`src/rtl/paddle_ctrl.sv`:
```
// paddle_ctrl: paddle position / speed FSM and ball-launch request register.
//   Moves the paddle centre once per frame_tick from the debounced keys,
//   with optional hold-to-accelerate, clamped to the playfield borders.
//   Latches a launch request from the fire edges until the ball engine accepts it.
// Optional feature macro: PADDLE_ACCEL_EN (defined = speed ramps while a key is
//   held; undefined = constant SPEED_MIN, no accel counter).
// Ports:
//   clk, rst_n                      clock, async active-low reset
//   frame_tick                      1-cycle pulse per video frame
//   left_n, right_n                 debounced keys, 0 = pressed
//   fire1_edge, fire2_edge          press pulses: launch right / left
//   game_active                     enables motion and launch
//   recenter                        pulse: paddle back to INIT_X, idle
//   launch_ready                    ball engine accepts the launch
//   paddle_x, paddle_speed, moving  paddle state (registered)
//   launch_valid, launch_dir_x      launch request and direction (registered)
module paddle_ctrl #(
   parameter int unsigned XW           = 10,
   parameter int unsigned LEFT_BORDER  = 10,
   parameter int unsigned RIGHT_BORDER = 630,
   parameter int unsigned PADDLE_WIDTH = 80,
   parameter int unsigned INIT_X       = 320,
   parameter int unsigned SPEED_MIN    = 2,
   parameter int unsigned SPEED_MAX    = 8,
   parameter int unsigned ACCEL_FRAMES = 4
) (
   input  logic          clk,
   input  logic          rst_n,
   input  logic          frame_tick,
   input  logic          left_n,
   input  logic          right_n,
   input  logic          fire1_edge,
   input  logic          fire2_edge,
   input  logic          game_active,
   input  logic          recenter,
   input  logic          launch_ready,
   output logic [XW-1:0] paddle_x,
   output logic [3:0]    paddle_speed,
   output logic          moving,
   output logic          launch_valid,
   output logic          launch_dir_x
);

   localparam int unsigned SW     = 4;
   localparam int unsigned EW     = XW + 1;
   localparam int unsigned HALF_W = PADDLE_WIDTH / 2;
   // Legal centre range; edge math done in EW bits so nothing can wrap.
   localparam logic [EW-1:0] LIM_L = EW'(LEFT_BORDER + HALF_W);
   localparam logic [EW-1:0] LIM_R = EW'(RIGHT_BORDER - HALF_W);

   // Elaboration-time sanity check of the parameter set.
   if (SPEED_MAX > 15 || SPEED_MIN > SPEED_MAX || SPEED_MIN == 0 ||
       ACCEL_FRAMES == 0 || (PADDLE_WIDTH % 2) != 0) begin : g_bad_cfg
      $error("paddle_ctrl: illegal parameter set");
   end

   typedef enum logic [1:0] {
      IDLE   = 2'd0,
      MOVE_L = 2'd1,
      MOVE_R = 2'd2
   } state_t;

   state_t        state_q, state_n;
   logic [XW-1:0] x_q, x_n;
   logic [SW-1:0] spd_q, spd_n;
   logic          moving_q, moving_n;
   logic          lv_q, lv_n;
   logic          dir_q, dir_n;

   logic [SW-1:0] move_spd;
   logic [EW-1:0] ext_x;
   logic [EW-1:0] ext_spd;
   logic          key_l;
   logic          key_r;

`ifdef PADDLE_ACCEL_EN
   localparam int unsigned CW = (ACCEL_FRAMES > 1) ? $clog2(ACCEL_FRAMES) : 1;
   logic [CW-1:0] cnt_q, cnt_n;
`endif

   // State and output registers.
   always_ff @(posedge clk or negedge rst_n) begin
      if (!rst_n) begin
         state_q  <= IDLE;
         x_q      <= XW'(INIT_X);
         spd_q    <= '0;
         moving_q <= 1'b0;
         lv_q     <= 1'b0;
         dir_q    <= 1'b0;
`ifdef PADDLE_ACCEL_EN
         cnt_q    <= '0;
`endif
      end else begin
         state_q  <= state_n;
         x_q      <= x_n;
         spd_q    <= spd_n;
         moving_q <= moving_n;
         lv_q     <= lv_n;
         dir_q    <= dir_n;
`ifdef PADDLE_ACCEL_EN
         cnt_q    <= cnt_n;
`endif
      end
   end

   // Next-state: launch handshake every cycle, motion only on frame ticks.
   always_comb begin
      state_n  = state_q;
      x_n      = x_q;
      spd_n    = spd_q;
      lv_n     = lv_q;
      dir_n    = dir_q;
`ifdef PADDLE_ACCEL_EN
      cnt_n    = cnt_q;
`endif
      move_spd = SW'(SPEED_MIN);
      ext_x    = EW'(x_q);
      ext_spd  = '0;
      key_l    = ~left_n & right_n;
      key_r    = ~right_n & left_n;

      // A pending request blocks new edges; dir stays frozen until accepted.
      if (lv_q) begin
         if (launch_ready) begin
            lv_n = 1'b0;
         end
      end else if (game_active && (fire1_edge || fire2_edge)) begin
         lv_n  = 1'b1;
         dir_n = fire1_edge;
      end

      if (recenter) begin
         state_n = IDLE;
         x_n     = XW'(INIT_X);
         spd_n   = '0;
`ifdef PADDLE_ACCEL_EN
         cnt_n   = '0;
`endif
      end else if (frame_tick) begin
         if (!game_active || !(key_l || key_r)) begin
            state_n = IDLE;
            spd_n   = '0;
`ifdef PADDLE_ACCEL_EN
            cnt_n   = '0;
`endif
         end else begin
            state_n = key_l ? MOVE_L : MOVE_R;
`ifdef PADDLE_ACCEL_EN
            // Same direction as last tick: ramp speed every ACCEL_FRAMES ticks.
            if (state_q == state_n) begin
               move_spd = spd_q;
               if (cnt_q == CW'(ACCEL_FRAMES - 1)) begin
                  cnt_n = '0;
                  if (spd_q < SW'(SPEED_MAX)) begin
                     move_spd = spd_q + SW'(1);
                  end
               end else begin
                  cnt_n = cnt_q + CW'(1);
               end
            end else begin
               cnt_n = '0;
            end
`endif
            spd_n   = move_spd;
            ext_spd = EW'(move_spd);
            // Clamp tests rearranged so the subtraction never underflows.
            if (key_l) begin
               x_n = (ext_x < LIM_L + ext_spd) ? XW'(LIM_L) : XW'(ext_x - ext_spd);
            end else begin
               x_n = (ext_x + ext_spd > LIM_R) ? XW'(LIM_R) : XW'(ext_x + ext_spd);
            end
         end
      end

      moving_n = (state_n != IDLE);
   end

   assign paddle_x     = x_q;
   assign paddle_speed = spd_q;
   assign moving       = moving_q;
   assign launch_valid = lv_q;
   assign launch_dir_x = dir_q;

endmodule

```
`config.mk`:
```
export PLATFORM = sky130hd
export DESIGN_NAME = paddle_ctrl
export DESIGN_NICKNAME = d
export VERILOG_FILES = /design/src/rtl/paddle_ctrl.sv
export SDC_FILE = /design/constraint.sdc
export NUM_CORES = 1
export LEC_CHECK = 0
export ABC_AREA = 1
export CORE_MARGIN = 2
export CORE_UTILIZATION = 35
export DETAILED_ROUTE_END_ITERATION = 16
export PLACE_DENSITY = 0.64
export SYNTH_ARGS = -nofsm -noshare
export SYNTH_HDL_FRONTEND = slang
export SYNTH_SLANG_ARGS = --single-unit
```
`constraint.sdc`:
```
create_clock -name clk -period 1.5 [get_ports clk]
set_clock_uncertainty 0.2 [all_clocks]
set_input_delay 0.375 -clock clk [delete_from_list [all_inputs] [get_ports clk]]
set_output_delay 0.375 -clock clk [all_outputs]
set_load 0.01 [all_outputs]
```
Word level (Yosys, flattened, before mapping)
Cells that the tools add are included.

Add/sub/neg operators: 2. Magnitude comparators: 2. Equal/unequal tests: 1. Multiplexer cells: 16. Bitwise logic cells: 5. Reductions and logical operators: 10.

Operators by type and width (count): 2-to-1 mux 10 bit (6); adder 10 x 2 -> 11 bit, second input constant (1); > comparator 11 x 10 -> 1 bit, second input constant (1); less-than comparator 10 x 6 -> 1 bit, second input constant (1); 2-to-1 mux 2 bit (5); subtractor 10 x 2 -> 10 bit, second input constant (1); 2-to-1 mux 4 bit (2); AND reduction 2 bit (2); nonzero test 2 bit (2); logical OR 1 bit (3); 2-to-1 mux 1 bit (3); NOT 1 bit (3); AND 1 bit (2); logical NOT 1 bit (2); inequality test 2 bit, second input constant (1); logical AND 1 bit (1).

Register bits: 19. Input port bits: 10. Output and inout bits: 17. Logic and storage cells: 42.

Logic depth before layout (Yosys ltp)
Gate-level depths: netlist of the first run.

Depth in word-level cells: 9. Mapped depth: 14. Mapped depth without buffers: 14.

Worst setup path after synthesis of the first run
OpenSTA, ideal clock, no wires.

Kind: in2reg. Start point: input left_n. End point: register x_q[7] (netlist: paddle_x[7]). Setup time: 0.083 ns. Arrival time: 1.528 ns. Data required time: 1.217 ns. Setup slack: -0.311 ns. Stages on the path: 10. Path buffers: 0. Path through: inv_1 > ha_1 > nand3b_1 > nor2_1 > inv_1 > nor3_1 > nand3_1 > nand2_1 > nand2_1 > o21ai_0.

Longest elaborated chain between the ends: 7. Elaborated cells between the ends (all ways): 12. Classes of those cells: eq/ne (1); mux (4); bitwise (3); reduce/logical (4).

RTL lines: start, declared (RTL line 30) `input logic left_n,`; NOT 1 bit (RTL line 119) `key_l = ~left_n & right_n;`; AND 1 bit (RTL line 119); logical OR 1 bit (RTL line 140) `if (!game_active || !(key_l || key_r)) begin`; logical NOT 1 bit (RTL line 140); logical OR 1 bit (RTL line 140); inequality test 2 bit (no line); AND reduction 2 bit (no line); end signal, assigned (RTL line 85) `x_q <= XW'(INIT_X);`; end signal, assigned (RTL line 95) `x_q <= x_n;`; end, declared (RTL line 64) `logic [XW-1:0] x_q, x_n;`.

Parallel ways exist; a longest one is shown, timed or not. The select of a mux whose other input is x is not followed. A chain may end at the register's enable or synchronous reset.

Worst setup path after layout of the first run
Start point: register x_q[6] (netlist: paddle_x[6]). End point: register x_q[7] (netlist: paddle_x[7]).

Longest elaborated chain between the ends: 7. Elaborated cells between the ends (all ways): 10. Classes of those cells: add/sub (2); order compare (2); mux (6).

RTL lines: adder 10 x 2 -> 11 bit (RTL line 170) `x_n = (ext_x + ext_spd > LIM_R) ? XW'(LIM_R) : XW'(ext_x + ext_spd);`; > comparator 11 x 10 -> 1 bit (RTL line 170); 2-to-1 mux 10 bit (RTL line 170); 2-to-1 mux 10 bit * (RTL line 167) `if (key_l) begin`; 2-to-1 mux 10 bit * (RTL line 140); 2-to-1 mux 10 bit * (RTL line 139) `end else if (frame_tick) begin`; 2-to-1 mux 10 bit * (RTL line 132) `if (recenter) begin`.

Every way passes the cells marked *; elsewhere a longest branch is shown, timed or not. The select of a mux whose other input is x is not followed.

==> results of run 1 <==
[per-layer routing]
layer	part of all wire (%)	GRT usage (%)	vias to the layer above
li1	-	-	699
met1	40	28.5	687
met2	53	40.9	45
met3	5.1	2.73	6
met4	1.4	6.38	0
met5	0	0	-
[cell usage after synthesis]
| cell | number | share of area (%) |
|---|---|---|
| nand2_2 | 3 | 1.6 |
| nand2_1 | 49 | 16 |
| mux2_2 | 1 | 0.98 |
| nand3_1 | 13 | 5.6 |
| nor2_4 | 1 | 0.98 |
| dfrtp_1 | 13 | 28 |
| clkbuf_2 | 1 | 0.43 |
| o21ai_1 | 4 | 1.7 |
| nand2_4 | 2 | 2.0 |
| a21oi_1 | 6 | 2.6 |
| o21ai_2 | 1 | 0.76 |
| a211oi_1 | 1 | 0.65 |
| a31oi_1 | 2 | 1.1 |
| buf_2 | 2 | 0.87 |
| or2_2 | 2 | 1.1 |
| xor2_1 | 2 | 1.5 |
| nor2_1 | 18 | 5.9 |
| o21ai_0 | 7 | 3.0 |
| nand3b_1 | 1 | 0.65 |
| nor2_2 | 1 | 0.54 |
| buf_4 | 6 | 3.9 |
| ha_1 | 3 | 3.3 |
| nor3_1 | 3 | 1.3 |
| o211ai_1 | 1 | 0.65 |
| dfstp_2 | 2 | 4.6 |
| a22oi_1 | 1 | 0.65 |
| conb_1 | 1 | 0.33 |
| xnor2_1 | 1 | 0.76 |
| inv_1 | 19 | 6.2 |
| nand4_1 | 4 | 2.2 |
[registers in the layout, indices dropped and copies added, names as in the netlist]
name / cells
paddle_x: 9
paddle_speed: 1
state_q: 2
launch_valid: 1
launch_dir_x: 1
moving: 1
[area by class of cell]
type / count / area (um^2)
Fill cell: 272 / 1050
Multi-Input combinational cell: 131 / 820
Timing Repair Buffer: 81 / 687
Sequential cell: 15 / 384
Inverter: 19 / 78.8
Tap cell: 44 / 55.1
Clock buffer: 4 / 26.3
[final timing paths]
path | start | to | depth (start not counted) | slack, ps
max in group asynchronous | rst_n | paddle_x[8]$_DFFE_PN1P_ | 2 | 650
worst min-delay path | rst_n | paddle_x[1]$_DFFE_PN0P_ | 2 | 190
worst min register to register | paddle_speed[1]$_DFFE_PN0P_ | paddle_speed[1]$_DFFE_PN0P_ | 2 | 290
worst max-delay path | paddle_x[6]$_DFFE_PN1P_ | paddle_x[7]$_DFFE_PN0P_ | 12 | -400
worst max register to register | paddle_x[6]$_DFFE_PN1P_ | paddle_x[7]$_DFFE_PN0P_ | 12 | -400
min in group clk | game_active | launch_valid$_DFF_PN0_ | 3 | 260
[cells by family after synthesis]
| family | after synthesis | synth area share [%] |
|---|---|---|
| xor gates and xnor gates | 3 | 2.28 |
| DFF | 15 | 32.8 |
| buffers and inverters | 28 | 11.4 |
| adders and majority gates | 3 | 3.26 |
| AOI/OAI and AO/OA | 23 | 11.2 |
| and+or+nand+nor | 97 | 37.8 |
| other | 1 | 0.325 |
| muxes | 1 | 0.977 |
[critical path, cell delays in order (launching register included)]
cell	delay, ps
dfstp_2	620
nand2_4	90
nor2_4	110
buf_4	120
nand3_1	80
nand2_1	100
nor2_1	40
nand2_1	60
nand2_2	70
nand2_4	100
nand2_4	90
nand2_1	60
o21ai_1	50
[stage by stage]
| step | setup WS, ps | setup TNS [ps] | utilization (%) | total power (W) | instance area [um^2] |
|---|---|---|---|---|---|
| 4_1_cts | -349 | -3180 | 65.4 | 0.00108 | 2030 |
| 2_1_floorplan | -207 | -1570 | - | 0.000621 | 1230 |
| 3_5_place_dp | -805 | -10250 | 55.8 | 0.000795 | 1730 |
| 3_3_place_gp | -760 | -9880 | 55.8 | 0.000790 | 1730 |
| 5_1_grt | -473 | -4590 | 66.1 | 0.00113 | 2050 |
| 6_report | -404 | -3740 | 66.1 | 0.00108 | 2050 |
[repair_timing]
item                       in CTS  in global routing
gates resized for setup        93                 14
buffers inserted               20                  3
setup endpoints to repair      26                 21
pin swaps                      10                  8
[cell usage in the layout, fill, tap and decap left out, types with 2 or more instances in the layout]
master	Yosys	layout
conb_1	1	4
nand2_1	49	43
nand4_1	4	4
o21ai_2	1	4
xor2_1	2	2
buf_4	6	48
o21ai_0	7	4
nand2_4	2	5
inv_1	19	12
nand2_2	3	6
clkdlybuf4s50_1	0	6
buf_6	0	15
nand3_2	0	3
a21oi_1	6	5
inv_2	0	5
clkbuf_4	0	3
dfrtp_2	0	5
nor2_4	1	5
ha_4	0	3
o21ai_1	4	4
a31oi_1	2	2
dfrtp_1	13	8
clkbuf_2	1	3
dfstp_2	2	2
buf_2	2	4
nor2_1	18	11
nor2_2	1	4
nand3_1	13	9
nor3_1	3	2
[where the power goes]
part           internal (W)  total (W)  switching (W)
logic              0.000195   0.000387       0.000192
clock network      0.000103   0.000240       0.000137
registers          0.000431   0.000451      0.0000196
total              0.000730    0.00108       0.000349
==> flow_summary.toml, run 1 <==
[global_route]
antenna_found_initial = 0
track_usage_pct = 22.7
grt_max_degree = 16
grt_overflow = 0
grt_pass1_wl_um = 6310
first_global_vias = 1406

[critical_path]
worstSetupPathType = "reg2reg"
cp-start-kind = "flop"
critical_path_peak_fanout = 5
critPathArrivalTime_ps = 1870
end_kind = "flop"
cp.required_ps = 1470

[clocking]
h-tree-depth = 1
path_clk_slew_ps = 110
hold_buffers = 0
cts_tree = "yes"
worstSkewPairLatency_ps = 290
cts_buffers = 3
cts-root-buf = "clkbuf_4"
cts_sinks = 15
clock_path_buffers = 2

[synthesis]
synth_area_um2 = 1150
avgSynthCellArea_um2 = 6.74
synthCells = 171
synth_seq_area_share_pct = 32.8
yosys_warnings = 0
yosysUniqueCellTypes = 30
synth-seq-cells = 15

[status]
violations = "setup timing"
status = "finished, violations left"

[power_and_ir_drop]
leakage_nw = 1.05
power_density_nw_per_um2 = 526
ir_drop_uv = 496

[floorplanning]
fp.dieArea_um2 = 3770
num_rows = 20
io_pins = 27
die_h_um = 61.4
die-width_um = 61.4
design.core.area_um2 = 3100
start_util_pct = 37.1

[route]
vias = 1437
vias_per_cell = 4.89
wl_per_cell_um = 13.2
ant_nets = 0
drc = 0
drt_pass1_iterations = 5
wl_um = 3900
drt_iter0_markers = 100

[job]
cap_violations = 0

[place]
hpwlAfterDp_um = 2690
port_buffers = 22
place_inst = 270
gp_congestion = 0.956

[timing]
rsz0062_at_grt = "yes"
fin_crit_ps = 1900
setup_ws_ps = -404
setup_viol_count_final = 16
slew_violations = 0
timing.final.crit_share_pct = 127
hold_viol = 0
max_freq_mhz = 525
hold_ws_ps = 186

[layout]
layout.nets = 264
drive_above_1_share_pct = 50.8
stdcell_count = 294
area.growth.synth_to_final_pct = 78.0
antenna-diode-count = 0

[hold_path]
min_path_type = "in2async"
Note: power is estimated with default switching activity, not from simulation.
==> run 2, diff against run 1 <==
--- a/config.mk
+++ b/config.mk
@@ -10,6 +10,7 @@
 export CORE_UTILIZATION = 35
 export DETAILED_ROUTE_END_ITERATION = 16
 export PLACE_DENSITY = 0.64
+export SETUP_SLACK_MARGIN = 0.15
 export SYNTH_ARGS = -nofsm -noshare
 export SYNTH_HDL_FRONTEND = slang
 export SYNTH_SLANG_ARGS = --single-unit
==> run 2 against run 1 <==
Compared with the run above:
- the flow still finishes with violations (setup timing)
- via count increased by 1.5%
- flip-flop and latch count did not move
- wire length decreased by 2.8%
- total power rose by 3.8%
- sequential share of layout area shrank 0.55 points
- die area unchanged
- hold slack worse by 6.7 ps
==> flow_summary.toml, run 2 (synthesis results as in run 1) <==
[clocking]
cts_buffers = 3
worstSkewPairLatency_ps = 300
clock_path_buffers = 2
cts-root-buf = "clkbuf_4"
h-tree-depth = 1
path_clk_slew_ps = 100
cts_sinks = 15
cts_tree = "yes"

[power_and_ir_drop]
finalPower_w = 0.00112
internal-power_w = 0.000754
power_density_nw_per_um2 = 532
power_frac_seq_pct = 40.3
combPwrFrac_pct = 37.9
ir_drop_uv = 544
p_switching_w = 0.000366
switching_share_pct = 32.7
pwr-share-clk_pct = 21.9
leakage_nw = 1.12

[critical_path]
critPathArrivalTime_ps = 1830
worstSetupPathType = "reg2reg"
cp-start-kind = "flop"
r2r_start = "paddle_x[6]$_DFFE_PN1P_"
reg2reg_depth = 11
end_kind = "flop"
startpoint = "paddle_x[6]$_DFFE_PN1P_"
cp.required_ps = 1500
critical_path_peak_fanout = 5

[layout]
largest_register_ffs = 9
final_cell_mix = "buf_4, nand2_1, buf_6, inv_1, nor2_1"
antenna-diode-count = 0
stdcell_count = 302
stdcell_area_um2 = 2110
drive_above_1_share_pct = 50.8
final_common_cell = "buf_4"
layout.nets = 272
area.growth.synth_to_final_pct = 82.7

[timing]
rsz0062_at_grt = "yes"
hold_viol = 0
setup_tns_ps = -3080
fin_crit_ps = 1830
hold_ws_ps = 179
max_freq_mhz = 546
timing.final.crit_share_pct = 122
setup_ws_ps = -331
slew_violations = 0
setup_viol_count_final = 15

[global_route]
grt_pass1_wl_um = 5960
track_usage_pct = 21.7
antenna_found_initial = 0
gr-usage-met2_pct = 36.5
grt_max_degree = 16
grt_most_used_layer = "met2"
grt_overflow = 0
first_global_vias = 1345
grtUsageMet1_pct = 28.6
met3_usage_pct = 2.94

[place]
postPlaceCellArea_um2 = 1730
place_inst = 272
hpwlAfterDp_um = 2600
port_buffers = 22
gp_congestion = 0.951

[floorplanning]
fp.dieArea_um2 = 3770
start_util_pct = 37.1
die_h_um = 61.4
num_rows = 20
die-width_um = 61.4
io_pins = 27
design.core.area_um2 = 3100

[route]
drc = 0
ant_nets = 0
vias = 1458
drt_pass1_iterations = 4
wl_um = 3790
wl_per_cell_um = 12.5
vias_per_cell = 4.83
drt_iter0_markers = 65

[status]
violations = "setup timing"
status = "finished, violations left"

[hold_path]
min_path_type = "in2async"

[job]
cap_violations = 0
-- run 2: cell types whose count changed in the layout (fill, tap and decap cells not counted), sizes merged --
cell / delta
buf: +14
clkdlybuf4s50: -4
dlymetal6s2s: +2
clkinv: +2
inv: -1
clkdlybuf4s15: -2
clkbuf: -4
dlygate4sd2: +1
-- run 2: critical path, cell delays in order, from the launching register on --
cell and delay (ps):
dfstp_2 590, nand3_1 100, o21ai_1 120, nand2_1 110
nor2_2 120, nand2_1 70, nand2_2 90, nand2_4 70
nand2_4 110, nand2_2 50, nand2_1 60, nand2_1 50
-- run 2: power groups by stage --
stage | Combinational, W | Sequential, W | Clock, W
after global placement | 0.000337 | 0.000456 | 0
final | 0.000424 | 0.000451 | 0.000245
after detailed placement | 0.000341 | 0.000458 | 0
after floorplan | 0.000153 | 0.000468 | 0
after CTS | 0.000375 | 0.000450 | 0.000248
after global routing | 0.000462 | 0.000454 | 0.000272
-- run 2: area by class of cell --
| type | count | area [um^2] |
|---|---|---|
| fillers | 284 | 997 |
| multi-input cells | 131 | 815 |
| repair buffers | 89 | 744 |
| flip-flops and latches | 15 | 383 |
| inverters | 19 | 81.3 |
| well taps | 44 | 55.1 |
| clock buffers | 3 | 22.5 |
| clock inverters | 1 | 5.00 |
-- run 2: path summary, 6_finish.rpt --
path | endpoint | slack (ps)
worst max-delay path | paddle_x[1]$_DFFE_PN0P_ | -330
worst min-delay path | paddle_x[1]$_DFFE_PN0P_ | 180
worst max register to register | paddle_x[1]$_DFFE_PN0P_ | -330
worst min register to register | state_q[0]$_DFF_PN0_ | 320
max in group asynchronous | paddle_x[6]$_DFFE_PN1P_ | 650
min in group clk | paddle_speed[1]$_DFFE_PN0P_ | 200
-- run 2: layer usage --
| metal | wire (um) | share of wire (%) |
|---|---|---|
| met1 | 1580 | 42 |
| met2 | 1930 | 51 |
| met3 | 208 | 5.5 |
| met4 | 65 | 1.7 |
| met5 | 0 | 0 |
-- run 2: what timing repair did --
| item | 4_1_cts | 5_1_grt |
|---|---|---|
| resized for setup | 89 | 29 |
| setup endpoints to repair | 27 | 26 |
| pin swaps | 4 | 6 |
| hold buffers | 0 | 0 |
| setup buffers | 12 | 14 |
-- run 2: per-stage QoR --
| step | setup slack [ps] | utilization (%) |
|---|---|---|
| after floorplan | -207 | - |
| after global placement | -765 | 55.9 |
| after detailed placement | -777 | 55.9 |
| after CTS | -286 | 61.5 |
| after global routing | -437 | 67.9 |
| final | -331 | 67.9 |
